$ cat config.mk
export PLATFORM = sky130hd
export DESIGN_NAME = countdown_core_flat
export DESIGN_NICKNAME = d
export VERILOG_FILES = /design/src/rtl/countdown_if.sv /design/src/rtl/countdown_core.sv /design/src/flat_wrapper.sv
export SDC_FILE = /design/constraint.sdc
export NUM_CORES = 1
export LEC_CHECK = 0
export BUFFER_PORTS_ARGS = -buffer_cell sky130_fd_sc_hd__buf_2
export CORE_MARGIN = 3
export CORE_UTILIZATION = 51
export CTS_CLUSTER_SIZE = 40
export DETAILED_ROUTE_END_ITERATION = 12
export GPL_ROUTABILITY_DRIVEN = 1
export PLACE_DENSITY_LB_ADDON = 0.25
export SYNTH_ARGS = -nofsm -noshare
export SYNTH_HDL_FRONTEND = slang
export SYNTH_SLANG_ARGS = --single-unit
export TNS_END_PERCENT = 5
$ cat constraint.sdc
create_clock -name clk -period 3.08 [get_ports clk]
set_clock_uncertainty 0.15 [all_clocks]
set_input_delay 0.77 -clock clk [delete_from_list [all_inputs] [get_ports clk]]
set_output_delay 0.77 -clock clk [all_outputs]
set_load 0.005 [all_outputs]
$ cat src/rtl/countdown_if.sv
// countdown_if: control and display bus of the MM:SS countdown engine.
//   load, start_stop      control pulses into the engine
//   preset_3..preset_0    BCD preset value (MM:SS), digit 3 = minutes tens
//   digit_3..digit_0      registered BCD count out to the display stage
//   enable_3..enable_0    per-digit display enables
//   running, done         status flags
// Modports: master = controller/bench side, slave = countdown_core.
interface countdown_if;
    logic       load;
    logic       start_stop;
    logic [3:0] preset_3;
    logic [3:0] preset_2;
    logic [3:0] preset_1;
    logic [3:0] preset_0;
    logic [3:0] digit_3;
    logic [3:0] digit_2;
    logic [3:0] digit_1;
    logic [3:0] digit_0;
    logic       enable_3;
    logic       enable_2;
    logic       enable_1;
    logic       enable_0;
    logic       running;
    logic       done;

    modport master (
        output load, start_stop, preset_3, preset_2, preset_1, preset_0,
        input  digit_3, digit_2, digit_1, digit_0,
        input  enable_3, enable_2, enable_1, enable_0, running, done
    );

    modport slave (
        input  load, start_stop, preset_3, preset_2, preset_1, preset_0,
        output digit_3, digit_2, digit_1, digit_0,
        output enable_3, enable_2, enable_1, enable_0, running, done
    );
endinterface

$ cat src/rtl/countdown_core.sv
// countdown_core: MM:SS countdown engine feeding a four-digit multiplexed display.
//   clk   system clock, rising edge
//   rst   asynchronous, active-high reset
//   bus   countdown_if.slave: load/start_stop/preset_3..0 in,
//         digit_3..0, enable_3..0, running, done out (all registered)
// Parameter CLK_DIV: clk cycles per one-second step (>=2, even with blink).
// Optional macro COUNTDOWN_BLINK_EN: all digit enables blink 0.5 s on/0.5 s off in DONE;
// when undefined the display shows a steady 00:00 in DONE.
module countdown_core #(
    parameter int unsigned CLK_DIV = 50_000_000
) (
    input  logic        clk,
    input  logic        rst,
    countdown_if.slave  bus
);

    localparam int unsigned PW = (CLK_DIV > 2) ? $clog2(CLK_DIV) : 1;
    localparam logic [PW-1:0] LAST = PW'(CLK_DIV - 1);
`ifdef COUNTDOWN_BLINK_EN
    localparam logic [PW-1:0] HALF = PW'(CLK_DIV / 2 - 1);
`endif

    typedef enum logic [1:0] {IDLE, RUN, PAUSE, DONE} state_t;

    state_t        state;
    logic [PW-1:0] presc;
    logic [3:0]    d3, d2, d1, d0;
    logic          en3, en2, en1, en0;
    logic          running, done;
`ifdef COUNTDOWN_BLINK_EN
    logic          blink_on;
`endif

    logic [3:0] l3, l2, l1, l0;
    logic [3:0] n3, n2, n1, n0;
    logic       b0, b1, b2;
    logic       tick, zero, next_zero;

    // Clamped preset and the count one second lower (BCD borrow chain)
    always_comb begin
        l3 = (bus.preset_3 > 4'd5) ? 4'd5 : bus.preset_3;
        l2 = (bus.preset_2 > 4'd9) ? 4'd9 : bus.preset_2;
        l1 = (bus.preset_1 > 4'd5) ? 4'd5 : bus.preset_1;
        l0 = (bus.preset_0 > 4'd9) ? 4'd9 : bus.preset_0;

        b0 = (d0 == 4'd0);
        n0 = b0 ? 4'd9 : d0 - 4'd1;
        b1 = b0 && (d1 == 4'd0);
        n1 = b0 ? ((d1 == 4'd0) ? 4'd5 : d1 - 4'd1) : d1;
        b2 = b1 && (d2 == 4'd0);
        n2 = b1 ? ((d2 == 4'd0) ? 4'd9 : d2 - 4'd1) : d2;
        // 00:00 never steps, so guard the top digit against wrapping anyway
        n3 = (b2 && (d3 != 4'd0)) ? d3 - 4'd1 : d3;

        zero      = ({d3, d2, d1, d0} == 16'h0000);
        next_zero = ({n3, n2, n1, n0} == 16'h0000);
        tick      = (presc == LAST);
    end

    // State machine, prescaler, count and registered display outputs
    always_ff @(posedge clk or posedge rst) begin
        if (rst) begin
            state   <= IDLE;
            presc   <= '0;
            d3      <= 4'd0;
            d2      <= 4'd0;
            d1      <= 4'd0;
            d0      <= 4'd0;
            en3     <= 1'b0;
            en2     <= 1'b1;
            en1     <= 1'b1;
            en0     <= 1'b1;
            running <= 1'b0;
            done    <= 1'b0;
`ifdef COUNTDOWN_BLINK_EN
            blink_on <= 1'b1;
`endif
        end else if (bus.load) begin
            state   <= IDLE;
            presc   <= '0;
            d3      <= l3;
            d2      <= l2;
            d1      <= l1;
            d0      <= l0;
            en3     <= (l3 != 4'd0);
            en2     <= 1'b1;
            en1     <= 1'b1;
            en0     <= 1'b1;
            running <= 1'b0;
            done    <= 1'b0;
`ifdef COUNTDOWN_BLINK_EN
            blink_on <= 1'b1;
`endif
        end else begin
            case (state)
                IDLE: begin
                    if (bus.start_stop && !zero) begin
                        state   <= RUN;
                        presc   <= '0;
                        running <= 1'b1;
                    end
                end
                RUN: begin
                    // A pause request freezes the prescaler on that very edge
                    if (bus.start_stop) begin
                        state   <= PAUSE;
                        running <= 1'b0;
                    end else if (tick) begin
                        presc <= '0;
                        d3    <= n3;
                        d2    <= n2;
                        d1    <= n1;
                        d0    <= n0;
                        if (next_zero) begin
                            state   <= DONE;
                            running <= 1'b0;
                            done    <= 1'b1;
                            en3     <= 1'b1;
                            en2     <= 1'b1;
                            en1     <= 1'b1;
                            en0     <= 1'b1;
`ifdef COUNTDOWN_BLINK_EN
                            blink_on <= 1'b1;
`endif
                        end else begin
                            en3 <= (n3 != 4'd0);
                        end
                    end else begin
                        presc <= presc + PW'(1);
                    end
                end
                PAUSE: begin
                    if (bus.start_stop) begin
                        state   <= RUN;
                        running <= 1'b1;
                    end
                end
                DONE: begin
                    presc <= tick ? '0 : presc + PW'(1);
`ifdef COUNTDOWN_BLINK_EN
                    if ((presc == HALF) || tick) begin
                        blink_on <= ~blink_on;
                        en3      <= ~blink_on;
                        en2      <= ~blink_on;
                        en1      <= ~blink_on;
                        en0      <= ~blink_on;
                    end
`endif
                    // Acknowledge: back to IDLE showing 00:00 with the leading blank
                    if (bus.start_stop) begin
                        state <= IDLE;
                        done  <= 1'b0;
                        en3   <= 1'b0;
                        en2   <= 1'b1;
                        en1   <= 1'b1;
                        en0   <= 1'b1;
                    end
                end
                default: state <= IDLE;
            endcase
        end
    end

    assign bus.digit_3  = d3;
    assign bus.digit_2  = d2;
    assign bus.digit_1  = d1;
    assign bus.digit_0  = d0;
    assign bus.enable_3 = en3;
    assign bus.enable_2 = en2;
    assign bus.enable_1 = en1;
    assign bus.enable_0 = en0;
    assign bus.running  = running;
    assign bus.done     = done;

endmodule

$ cat src/flat_wrapper.sv
// flat-port wrapper written by rule: the top's interface ports become plain ports
module countdown_core_flat 
#(
    parameter int unsigned CLK_DIV = 50_000_000
)
  (clk, rst, bus_load, bus_start_stop, bus_preset_3, bus_preset_2, bus_preset_1, bus_preset_0, bus_digit_3, bus_digit_2, bus_digit_1, bus_digit_0, bus_enable_3, bus_enable_2, bus_enable_1, bus_enable_0, bus_running, bus_done);
  countdown_if bus_i ();
  input  logic clk;
  input  logic rst;
  input wire logic [$bits(bus_i.load)-1:0] bus_load;
  input wire logic [$bits(bus_i.start_stop)-1:0] bus_start_stop;
  input wire logic [$bits(bus_i.preset_3)-1:0] bus_preset_3;
  input wire logic [$bits(bus_i.preset_2)-1:0] bus_preset_2;
  input wire logic [$bits(bus_i.preset_1)-1:0] bus_preset_1;
  input wire logic [$bits(bus_i.preset_0)-1:0] bus_preset_0;
  output wire logic [$bits(bus_i.digit_3)-1:0] bus_digit_3;
  output wire logic [$bits(bus_i.digit_2)-1:0] bus_digit_2;
  output wire logic [$bits(bus_i.digit_1)-1:0] bus_digit_1;
  output wire logic [$bits(bus_i.digit_0)-1:0] bus_digit_0;
  output wire logic [$bits(bus_i.enable_3)-1:0] bus_enable_3;
  output wire logic [$bits(bus_i.enable_2)-1:0] bus_enable_2;
  output wire logic [$bits(bus_i.enable_1)-1:0] bus_enable_1;
  output wire logic [$bits(bus_i.enable_0)-1:0] bus_enable_0;
  output wire logic [$bits(bus_i.running)-1:0] bus_running;
  output wire logic [$bits(bus_i.done)-1:0] bus_done;
  assign bus_i.load = bus_load;
  assign bus_i.start_stop = bus_start_stop;
  assign bus_i.preset_3 = bus_preset_3;
  assign bus_i.preset_2 = bus_preset_2;
  assign bus_i.preset_1 = bus_preset_1;
  assign bus_i.preset_0 = bus_preset_0;
  assign bus_digit_3 = bus_i.digit_3;
  assign bus_digit_2 = bus_i.digit_2;
  assign bus_digit_1 = bus_i.digit_1;
  assign bus_digit_0 = bus_i.digit_0;
  assign bus_enable_3 = bus_i.enable_3;
  assign bus_enable_2 = bus_i.enable_2;
  assign bus_enable_1 = bus_i.enable_1;
  assign bus_enable_0 = bus_i.enable_0;
  assign bus_running = bus_i.running;
  assign bus_done = bus_i.done;
  countdown_core #(.CLK_DIV(CLK_DIV)) u_core (.clk(clk), .rst(rst), .bus(bus_i));
endmodule
## After elaboration in Yosys (flattened, before gate mapping)

Cells that the tools add are included.
W data, S select, Z words.

- Bits in registers: 48
- Logic and storage cells: 116

- Add/sub/neg operators: 5
- $lt $le $gt $ge: 4
- Equality and inequality tests: 13
- Muxes and demuxes: 59
- Reduce and logical (&&, ||, !) cells: 25

Operators by type and width:

| kind | count |
|---|---|
| $mux W26 | 4 |
| $mux W4 | 26 |
| $pmux W26 S3 | 1 |
| $logic_not A16 Y1 | 2 |
| $add A26 B1 Y26 const B | 1 |
| $eq A26 B26 Y1 const B | 1 |
| $reduce_bool A4 Y1 | 5 |
| $mux W1 | 16 |
| $sub A4 B1 Y4 const B | 4 |
| $reduce_and A5 Y1 | 3 |
| $mux W2 | 7 |
| $logic_not A4 Y1 | 3 |
| $ne A3 B2 Y1 const B | 3 |
| $ne A3 B3 Y1 const B | 3 |
| $gt A4 B3 Y1 const B | 2 |
| $gt A4 B4 Y1 const B | 2 |
| $ne A4 B3 Y1 const B | 2 |
| $pmux W2 S4 | 1 |
| $pmux W1 S2 | 3 |
| $reduce_and A3 Y1 | 2 |
| $eq A2 B2 Y1 const B | 2 |
| $logic_and A1 B1 Y1 | 4 |
| $reduce_and A4 Y1 | 1 |
| $reduce_bool A2 Y1 | 2 |
| other kinds (6) | 6 |

## Depth between registers and ports, before layout

Gate-level depths: netlist (run 1).

- Word-level depth: 11
- Gate-level depth with buffers: 9

## Worst setup path after synthesis (run 1)

Ideal clock, no wire load.

- Path type: flip-flop to flip-flop
- Start point: register u_core.d3[0] (netlist: u_core.bus.digit_3[0])
- End point: register u_core.running (netlist: u_core.bus.running)
- Library setup time: 0.087 ns
- Data arrival time: 2.075 ns
- Required time: 2.843 ns
- Slack: 0.769 ns
- Stages on the path, launching flop included: 9
- Buffers on the path: 0
- Clock period less this slack: 2.311 ns
- Cell sequence: dfrtp_1 inv_1 ha_1 or3b_4 o41ai_4 and2_2 a221o_2 or4_1 o211ai_1

- Cells in the longest elaborated chain, start to end: 6

Ends and longest elaborated chain:

| element | RTL line | text |
|---|---|---|
| from (decl) | countdown_core.sv:27 | `logic [3:0] d3, d2, d1, d0;` |
| from (signal assigned) | countdown_core.sv:81 | `d3 <= l3;` |
| from (signal assigned) | countdown_core.sv:110 | `d3 <= n3;` |
| parallel branches: the longest is 5 deep, another holds $sub A4 B1 Y4 | n/a |  |
| $reduce_and A5 Y1 (no line) * | n/a |  |
| to (signal assigned) | countdown_core.sv:73 | `running <= 1'b0;` |
| to (signal assigned) | countdown_core.sv:89 | `running <= 1'b0;` |
| to (signal assigned) | countdown_core.sv:100 | `running <= 1'b1;` |
| to (decl) | countdown_core.sv:29 | `logic running, done;` |

Every way passes the cells marked *.
A chain may end at the register's enable or synchronous reset.

## Worst setup path after layout (run 1)

- Start point: register u_core.d3[0] (netlist: u_core.bus.digit_3[0])
- End point: register u_core.presc[11]

- Cells in the longest elaborated chain, start to end: 5

Ends and longest elaborated chain:

| element | RTL line | text |
|---|---|---|
| $logic_not A16 Y1 | countdown_core.sv:55 | `zero = ({d3, d2, d1, d0} == 16'h0000);` |
| $logic_not A1 Y1 | countdown_core.sv:97 | `if (bus.start_stop && !zero) begin` |
| $logic_and A1 B1 Y1 | countdown_core.sv:97 |  |
| $ne A3 B2 Y1 (no line) | n/a |  |
| $reduce_and A3 Y1 (no line) | n/a |  |
| to (signal assigned) | countdown_core.sv:129 | `presc <= presc + PW'(1);` |
| to (signal assigned) | countdown_core.sv:139 | `presc <= tick ? '0 : presc + PW'(1);` |
| to (decl) | countdown_core.sv:26 | `logic [PW-1:0] presc;` |

Every way passes these cells.

==> impl_metrics.yaml, run 1 <==
status:
  outcome: "completed"
setup_path:
  critPathLaunch: "u_core.bus.digit_3[0]$_DFFE_PP0P_"
  path_cells: "inv_1, ha_1, or3b_4, o41ai_4, a211o_1, nor3_1, xnor2_2, nor2_2"
  end_kind: "flop"
  crit_slowest_cell: "dfrtp_1"
  crit_type: "flop to flop"
  rr_startpoint: "u_core.bus.digit_3[0]$_DFFE_PP0P_"
  slowest_delay_ps: 450
  cp.required_ps: 3130
  critPathMaxFanout: 11
  cp-start-kind: "flop"
  cp.arrival_ps: 2690
drt:
  routed_wl_um: 7156
  drtIter0Drc: 175
  drtPass1Iterations: 4
  drc: 0
  vias_per_cell: 5.901
  vias: 2691
  post_drt_wl_per_cell_um: 15.69
  detail-route-antenna-nets: 0
pwr:
  powerDensity_nw_per_um2: 501.0
  power_mw: 1.745
  leakagePower_nw: 1.453
  peakVddDrop_v: 0.0003200
sta:
  fmax_ghz: 0.3792
  slew_viol_final: 0
  final.setup.worst_slack_ps: 442.8
  period_minus_slack_ps: 2637
  slew_headroom_pct: 60.32
  post-route-period-util_pct: 85.62
  worst_pin_slew_ps: 580.3
  setup_viol: 0
  hold-worst-slack_ps: 407.5
  rsz0062_at_grt: "no"
  hold_violations: 0
  fin_setup_tns_ps: 0
synth:
  syn-cell-area_um2: 3172
  yosys.area.top_type: "dfrtp_1"
  yosys_warnings: 0
  synth-seq-area-share_pct: 37.08
  synthAdderAreaFrac_pct: 2.367
  synth-simple-area-share_pct: 31.99
  synthArstFlopShare_pct: 100.0
  synth_top_area_share_pct: 37.08
  postSynthAreaPerCell_um2: 9.141
  synth.area.top_cells: "dfrtp_1 37%, xnor2_1 5.0%, nand2_1 3.8%, nor2_1 3.6%, o21ai_0 2.7%"
  synth_mux_area_share_pct: 3.235
  synth_compound_area_share_pct: 11.91
  ys_ff_latch: 47
  synthDistinctLibCells: 67
  synth_top_family_by_area: "simple AND/OR/NAND/NOR gates"
  synth_edf_count: 0
  ys.flop_type: "dfrtp_1"
  synthCells: 347
  synth-xor-area-share_pct: 8.166
grt:
  grt_pass1_wl_um: 11990
  antenna_found_initial: 0
  grt_usage_pct: 20.34
  grt_max_degree: 48
  grt_pass1_vias: 2522
  globalRoute.totalOverflow: 0
clocking:
  cts_buffers: 5
  clk_pin_slew_ps: 90
  cts_root_buf: "clkbuf_8"
  cts_tree: "yes"
  holdBufCountCts: 0
  cts_resized: 0
  post_cts.repair.setup_buffers: 0
  insertion_delay_ps: 300
  clock-sinks: 47
  cts_buffer_depth: 2
  htree_levels: 2
floorplan:
  rows: 28
  ios: 42
  start_util_pct: 53.26
  dieHeight_um: 84.86
  die_width_um: 84.86
  die_area_um2: 7201
  coreArea_um2: 5956
layout:
  fin_cells: 456
  most-common-layout-cells: "47 x dfrtp_1, 38 x buf_2, 32 x nand2_1"
  antenna-diode-count: 0
  fin_nets: 407
  syn_to_final_growth_pct: 9.822
  final_common_cell: "dfrtp_1"
  drive_above_1_share_pct: 22.57
flow_run:
  maxCapViolations: 0
placed_design:
  pre_cts_slack_ps: 472.1
  hpwl_um: 5227
  gp_congestion: 0.8113
  portBuffers: 38
  dp.cells: 449
min_path:
  min_from: "u_core.presc[23]$_DFFE_PP0P_"
  hold_path.class: "flop to flop"
==> power by group <==
part / internal, mW / switching, mW
sequential: 0.667 / 0.0741
clock: 0.237 / 0.210
combinational: 0.216 / 0.341
total: 1.12 / 0.625
==> sequential cells by signal (all words and copies together), names as in the netlist <==
register and cells:
u_core.bus.digit_2 4, u_core.state 2, u_core.bus.digit_0 4, u_core.bus.running 1, u_core.bus.digit_3 4, u_core.bus.done 1
u_core.presc 26, u_core.bus.enable_3 1, u_core.bus.digit_1 4
==> worst max-delay path: cells and delay by family (launching register included) <==
kind	cells	cell delay, ps
xor gates and xnor gates	1	160
buffers and inverters	1	100
adders and majority gates	1	200
DFF	1	450
AOI/OAI and AO/OA	2	870
and+or+nand+nor	3	600
==> routing by layer <==
metal	track usage [%]	part of all wire, %	vias to the layer above
li1	-	-	1320
met1	27.39	44	1303
met2	33.88	50	59
met3	3.010	4.3	9
met4	6.475	1.6	0
met5	0	0	-
==> cells in the mapped netlist (7+ instances only) <==
library cell / instances
a21oi_1: 10
nor4_1: 13
nand3_1: 15
nand4_1: 13
nor2_2: 12
mux2i_1: 8
inv_1: 8
nand2_1: 32
nor2_1: 30
dfrtp_1: 47
xnor2_1: 18
o21ai_0: 17
nor3_1: 15
and3_1: 7
==> metrics by stage <==
step	area (µm²)	utilization [%]
2_1_floorplan	3179	-
3_3_place_gp	3377	56.70
3_5_place_dp	3377	56.70
4_1_cts	3483	58.49
5_1_grt	3483	58.49
6_report	3483	58.49
==> worst paths after layout <==
kind                                              endpoint  cells after the start  slack (ps)
setup reg to reg              u_core.presc[11]$_DFFE_PP0P_                      8         440
setup / recovery              u_core.presc[11]$_DFFE_PP0P_                      8         440
hold / removal                u_core.presc[23]$_DFFE_PP0P_                      2         410
max in group asynchronous  u_core.bus.enable_3$_DFFE_PP0P_                      3        1920
hold reg to reg               u_core.presc[23]$_DFFE_PP0P_                      2         410
min in group asynchronous     u_core.presc[25]$_DFFE_PP0P_                      3         450
==> cells by family (layout without fill, tap and decap cells) <==
| kind of cell | Yosys count | in the layout |
|---|---|---|
| AND/OR/NAND/NOR | 176 | 176 |
| AO/OA/AOI/OAI | 54 | 54 |
| flip-flops | 47 | 47 |
| XOR/XNOR | 27 | 27 |
| buffers and inverters | 26 | 58 |
| multiplexers | 10 | 10 |
| adder cells (fa/ha/maj) | 6 | 6 |
| other | 1 | 3 |
==> final cells by class <==
class	count	area [µm²]
Fill cell	534	2472
Inverter	9	33.78
Sequential cell	47	1176
Multi-Input combinational cell	276	1841
Timing Repair Buffer	42	232.7
Clock buffer	5	68.82
Clock inverter	2	37.54
Tap cell	75	93.84
Power figures use the tool's default switching activity.
==> run 2: changes to the inputs <==
Settings changed: CTS_CLUSTER_DIAMETER set to 80, SETUP_SLACK_MARGIN set to 0.5.
==> run 2 against run 1 <==
  * Fmax increased by 2.2%
  * Sequential share of layout area decreased by 0.32 points
  * Clock power about the same
  * Routed wire length increased by 2.1%
  * Highest routed layer unchanged
  * Sequential power about the same
  * Non-clock buffer count increased by 3
  * Largest power group unchanged
  * Global-route usage unchanged
  * Die area unchanged
  * Critical path type unchanged
  * Critical path depth unchanged
  * Combinational power about the same
==> impl_metrics.yaml, run 2 (same netlist as run 1, synthesis figures left out) <==
grt:
  antenna_found_initial: 0
  grt_pass1_wl_um: 11990
  grt_usage_pct: 20.34
  grt_max_degree: 48
  globalRoute.totalOverflow: 0
  grt_pass1_vias: 2522
clocking:
  cts_root_buf: "clkbuf_8"
  clk_pin_slew_ps: 90
  holdBufCountCts: 0
  insertion_delay_ps: 310
  htree_levels: 2
  cts_buffer_depth: 2
  cts_buffers: 5
  cts_tree: "yes"
  clock-sinks: 47
floorplan:
  coreArea_um2: 5956
  rows: 28
  ios: 42
  die_width_um: 84.86
  dieHeight_um: 84.86
  die_area_um2: 7201
  start_util_pct: 53.26
min_path:
  hold_path.class: "flop to flop"
sta:
  setup_viol: 0
  slew_headroom_pct: 60.49
  fin_setup_tns_ps: 0
  worst_pin_slew_ps: 577.8
  post-route-period-util_pct: 83.77
  fmax_ghz: 0.3876
  period_minus_slack_ps: 2580
  slew_viol_final: 0
  rsz0062_at_grt: "yes"
  hold_violations: 0
setup_path:
  critPathMaxFanout: 6
  cp.arrival_ps: 2650
  end_kind: "flop"
  cp-start-kind: "flop"
  crit_type: "flop to flop"
  cp.required_ps: 3150
drt:
  detail-route-antenna-nets: 0
  drc: 0
  drtPass1Iterations: 5
  vias: 2734
  vias_per_cell: 5.956
  drtIter0Drc: 132
  routed_wl_um: 7303
  post_drt_wl_per_cell_um: 15.91
layout:
  antenna-diode-count: 0
  finalInstanceArea_um2: 3517
  largest_reg_flops: 26
  drive_above_1_share_pct: 23.96
  fin_nets: 410
  top_register: "u_core.presc"
  final_common_cell: "dfrtp_1"
  most-common-layout-cells: "47 x dfrtp_1, 38 x buf_2, 32 x nand2_1"
  syn_to_final_growth_pct: 10.89
pwr:
  power_mw: 1.748
  peakVddDrop_v: 0.0003181
  leakagePower_nw: 1.463
  powerDensity_nw_per_um2: 497.1
flow_run:
  maxCapViolations: 0
status:
  outcome: "completed"
placed_design:
  portBuffers: 38
  placed_area_um2: 3377
  hpwl_um: 5227
  gp_congestion: 0.8113
run 2: changes by cell type in the layout (fill, tap and decap cells not counted):
cell / delta
a211o_2: +1
mux2i_2: +1
nor4_2: +1
nor4_1: -1
a211o_1: -1
buf_4: +3
mux2i_1: -1
run 2: final timing paths:
kind	startpoint	end	slack (ps)	cells after the start
setup / recovery	u_core.bus.digit_3[0]$_DFFE_PP0P_	u_core.bus.done$_DFFE_PP0P_	500	8
hold / removal	u_core.presc[23]$_DFFE_PP0P_	u_core.presc[23]$_DFFE_PP0P_	410	2
setup reg to reg	u_core.bus.digit_3[0]$_DFFE_PP0P_	u_core.bus.done$_DFFE_PP0P_	500	8
hold reg to reg	u_core.presc[23]$_DFFE_PP0P_	u_core.presc[23]$_DFFE_PP0P_	410	2
max in group asynchronous	rst	u_core.bus.enable_3$_DFFE_PP0P_	1930	3
min in group asynchronous	rst	u_core.presc[25]$_DFFE_PP0P_	450	3
run 2: critical path, stage by stage, from the launching register on:
cell	delay [ps]
dfrtp_1	450
inv_1	110
ha_1	200
or3b_4	420
nand4_1	220
mux2i_2	300
a41oi_1	170
or3_1	330
a21oi_1	140
run 2: area by class of cell:
class,count,area (µm²)
clock buffer,5,68.82
clock inverter,2,37.54
fill,529,2439
inverter,9,33.78
multi-input combinational,276,1852
sequential,47,1176
tap,75,93.84
timing repair buffer,45,255.2
run 2: routing by layer:
| layer | track usage (%) | share of wire [%] | up-vias | wire length, µm |
|---|---|---|---|---|
| li1 | - | - | 1323 | - |
| met1 | 27.39 | 44 | 1307 | 3237 |
| met2 | 33.88 | 49 | 91 | 3569 |
| met3 | 3.010 | 4.9 | 13 | 358 |
| met4 | 6.475 | 1.9 | 0 | 137 |
| met5 | 0 | 0 | - | 0 |
run 2: through the flow:
step                instances  util (%)  setup WS [ps]  hold slack (ps)
floorplan                 349         -          768.6            347.1
global placement          449     56.70          525.2            369.5
detailed placement        449     56.70          472.1            392.0
CTS                       456     58.51          497.2            411.6
global route              459     59.05          380.3            442.3
finish                    459     59.05          499.9            407.7
run 2: timing repair:
action	CTS	global route
hold endpoints to repair	0	0
endpoints found under the setup margin	12	29
setup buffers	0	3
resized for setup	1	2
pin swaps	0	1
run 2: report_power, final:
part	internal [mW]	switching [mW]	leakage (nW)
clock network	0.237	0.212	0.0502
registers	0.667	0.0750	0.619
logic	0.216	0.341	0.794
==> run 3: changes to the inputs <==
Clock period 3.08 ns to 2.43 ns, I/O delays scaled along.
==> run 3 against run 2 <==
  * Cell count rose by 9.2%
  * Total power increased by 49%
  * Worst hold slack lost 220 ps
  * Design area grew 16%
  * Fmax up 10%
==> impl_metrics.yaml, run 3 (same netlist as run 1, synthesis figures left out) <==
status:
  outcome: "completed"
drt:
  routed_wl_um: 8084
  vias: 2934
  post_drt_wl_per_cell_um: 16.14
  detail-route-antenna-nets: 0
  drc: 0
  drtIter0Drc: 113
  drtPass1Iterations: 4
  vias_per_cell: 5.856
clocking:
  cts_buffers: 5
  cts_buffer_depth: 2
  htree_levels: 2
  clk_pin_slew_ps: 90
  clock-sinks: 47
  cts_root_buf: "clkbuf_8"
  cts_tree: "yes"
  holdBufCountCts: 0
  insertion_delay_ps: 300
grt:
  grt_pass1_vias: 2876
  antenna_found_initial: 0
  grt_max_degree: 28
  globalRoute.totalOverflow: 0
  grt_usage_pct: 22.91
  grt_pass1_wl_um: 13610
placed_design:
  hpwl_um: 5778
  gp_congestion: 0.8736
  placed_area_um2: 3656
  portBuffers: 38
setup_path:
  cp.required_ps: 2500
  crit_type: "flop to flop"
  cp-start-kind: "flop"
  critPathMaxFanout: 4
  end_kind: "flop"
  cp.arrival_ps: 2410
layout:
  antenna-diode-count: 0
  largest_reg_flops: 26
  top_register: "u_core.presc"
  fin_nets: 451
  drive_above_1_share_pct: 38.26
  finalInstanceArea_um2: 4096
  most-common-layout-cells: "45 x dfrtp_1, 39 x buf_4, 38 x buf_2"
  utilization_pct: 68.78
  syn_to_final_growth_pct: 29.15
  final_common_cell: "dfrtp_1"
sta:
  rsz0062_at_grt: "yes"
  fmax_ghz: 0.4268
  worst_pin_slew_ps: 578.7
  period_minus_slack_ps: 2343
  fin_setup_tns_ps: 0
  post-route-period-util_pct: 96.42
  slew_headroom_pct: 61.34
  setup_viol: 0
  hold_violations: 0
  hold-worst-slack_ps: 188.0
  slew_viol_final: 0
flow_run:
  maxCapViolations: 0
pwr:
  peakVddDrop_v: 0.0007661
  clkPwrFrac_pct: 26.0
  powerDensity_nw_per_um2: 634.8
  p_seq_share_pct: 35.4
  comb_power_share_pct: 38.6
  power_switching_mw: 0.8999
  swShare_pct: 34.60
  power_mw: 2.600
  p_int_mw: 1.701
  leakagePower_nw: 1.729
floorplan:
  start_util_pct: 53.26
  ios: 42
  die_area_um2: 7201
  die_width_um: 84.86
  dieHeight_um: 84.86
  rows: 28
  coreArea_um2: 5956
min_path:
  hold_path.class: "input port to async pin"
==> run 3: critical path: stages, from the launching register on <==
cell and delay, ps:
dfrtp_1 390, buf_6 130, nor4_4 290, nand2b_1 120
or4_4 520, and3_4 170, a311o_1 330, a22oi_2 160
==> run 3: what timing repair did <==
action	CTS	global route
setup buffers	7	1
setup endpoints to repair	47	47
cloned	1	0
resized for setup	8	45
pin swaps	10	29
==> run 3: power by group through the flow <==
| stage | Clock [mW] | Sequential, mW | Combinational, mW |
|---|---|---|---|
| after floorplan | 0 | 0.928 | 0.576 |
| after global placement | 0 | 0.921 | 0.805 |
| after detailed placement | 0 | 0.926 | 0.817 |
| after CTS | 0.688 | 0.910 | 0.888 |
| after global routing | 0.724 | 0.932 | 1.09 |
| final | 0.676 | 0.921 | 1.00 |
==> run 3: layer usage <==
| layer | up-vias | part of all wire (%) | global-route usage, % |
|---|---|---|---|
| met3 | 8 | 4.8 | 4.175 |
| met2 | 74 | 49 | 38.08 |
| met5 | - | 0 | 0 |
| li1 | 1417 | - | - |
| met1 | 1435 | 45 | 31.36 |
| met4 | 0 | 0.99 | 5.180 |
==> run 3: final timing paths <==
path                                                         from                                 to  slack, ps  depth (start not counted)
worst max-delay path            u_core.bus.digit_2[0]$_DFFE_PP0P_    u_core.bus.enable_3$_DFFE_PP0P_         90                          7
worst max register to register  u_core.bus.digit_2[0]$_DFFE_PP0P_    u_core.bus.enable_3$_DFFE_PP0P_         90                          7
worst min-delay path                                          rst  u_core.bus.digit_2[1]$_DFFE_PP0P_        190                          2
worst min register to register        u_core.presc[0]$_DFFE_PP0P_        u_core.presc[0]$_DFFE_PP0P_        380                          1
min in group clk                                  bus_preset_0[3]  u_core.bus.digit_0[1]$_DFFE_PP0P_        370                          2
max in group asynchronous                                     rst        u_core.presc[0]$_DFFE_PP0P_       1310                          3
==> run 3: cell type report <==
cell class / count / area, µm²
inverters: 9 / 33.78
clock inverters: 2 / 60.06
fillers: 466 / 1859
repair buffers: 85 / 590.6
flip-flops and latches: 47 / 1179
clock buffers: 6 / 72.57
multi-input cells: 277 / 2067
well taps: 75 / 93.84
==> run 3: stage by stage <==
stage | worst slack (ps) | instances
2_1_floorplan | 151.4 | 349
3_3_place_gp | 84.45 | 484
3_5_place_dp | 41.32 | 484
4_1_cts | 85.52 | 500
5_1_grt | -41.42 | 501
6_report | 86.97 | 501
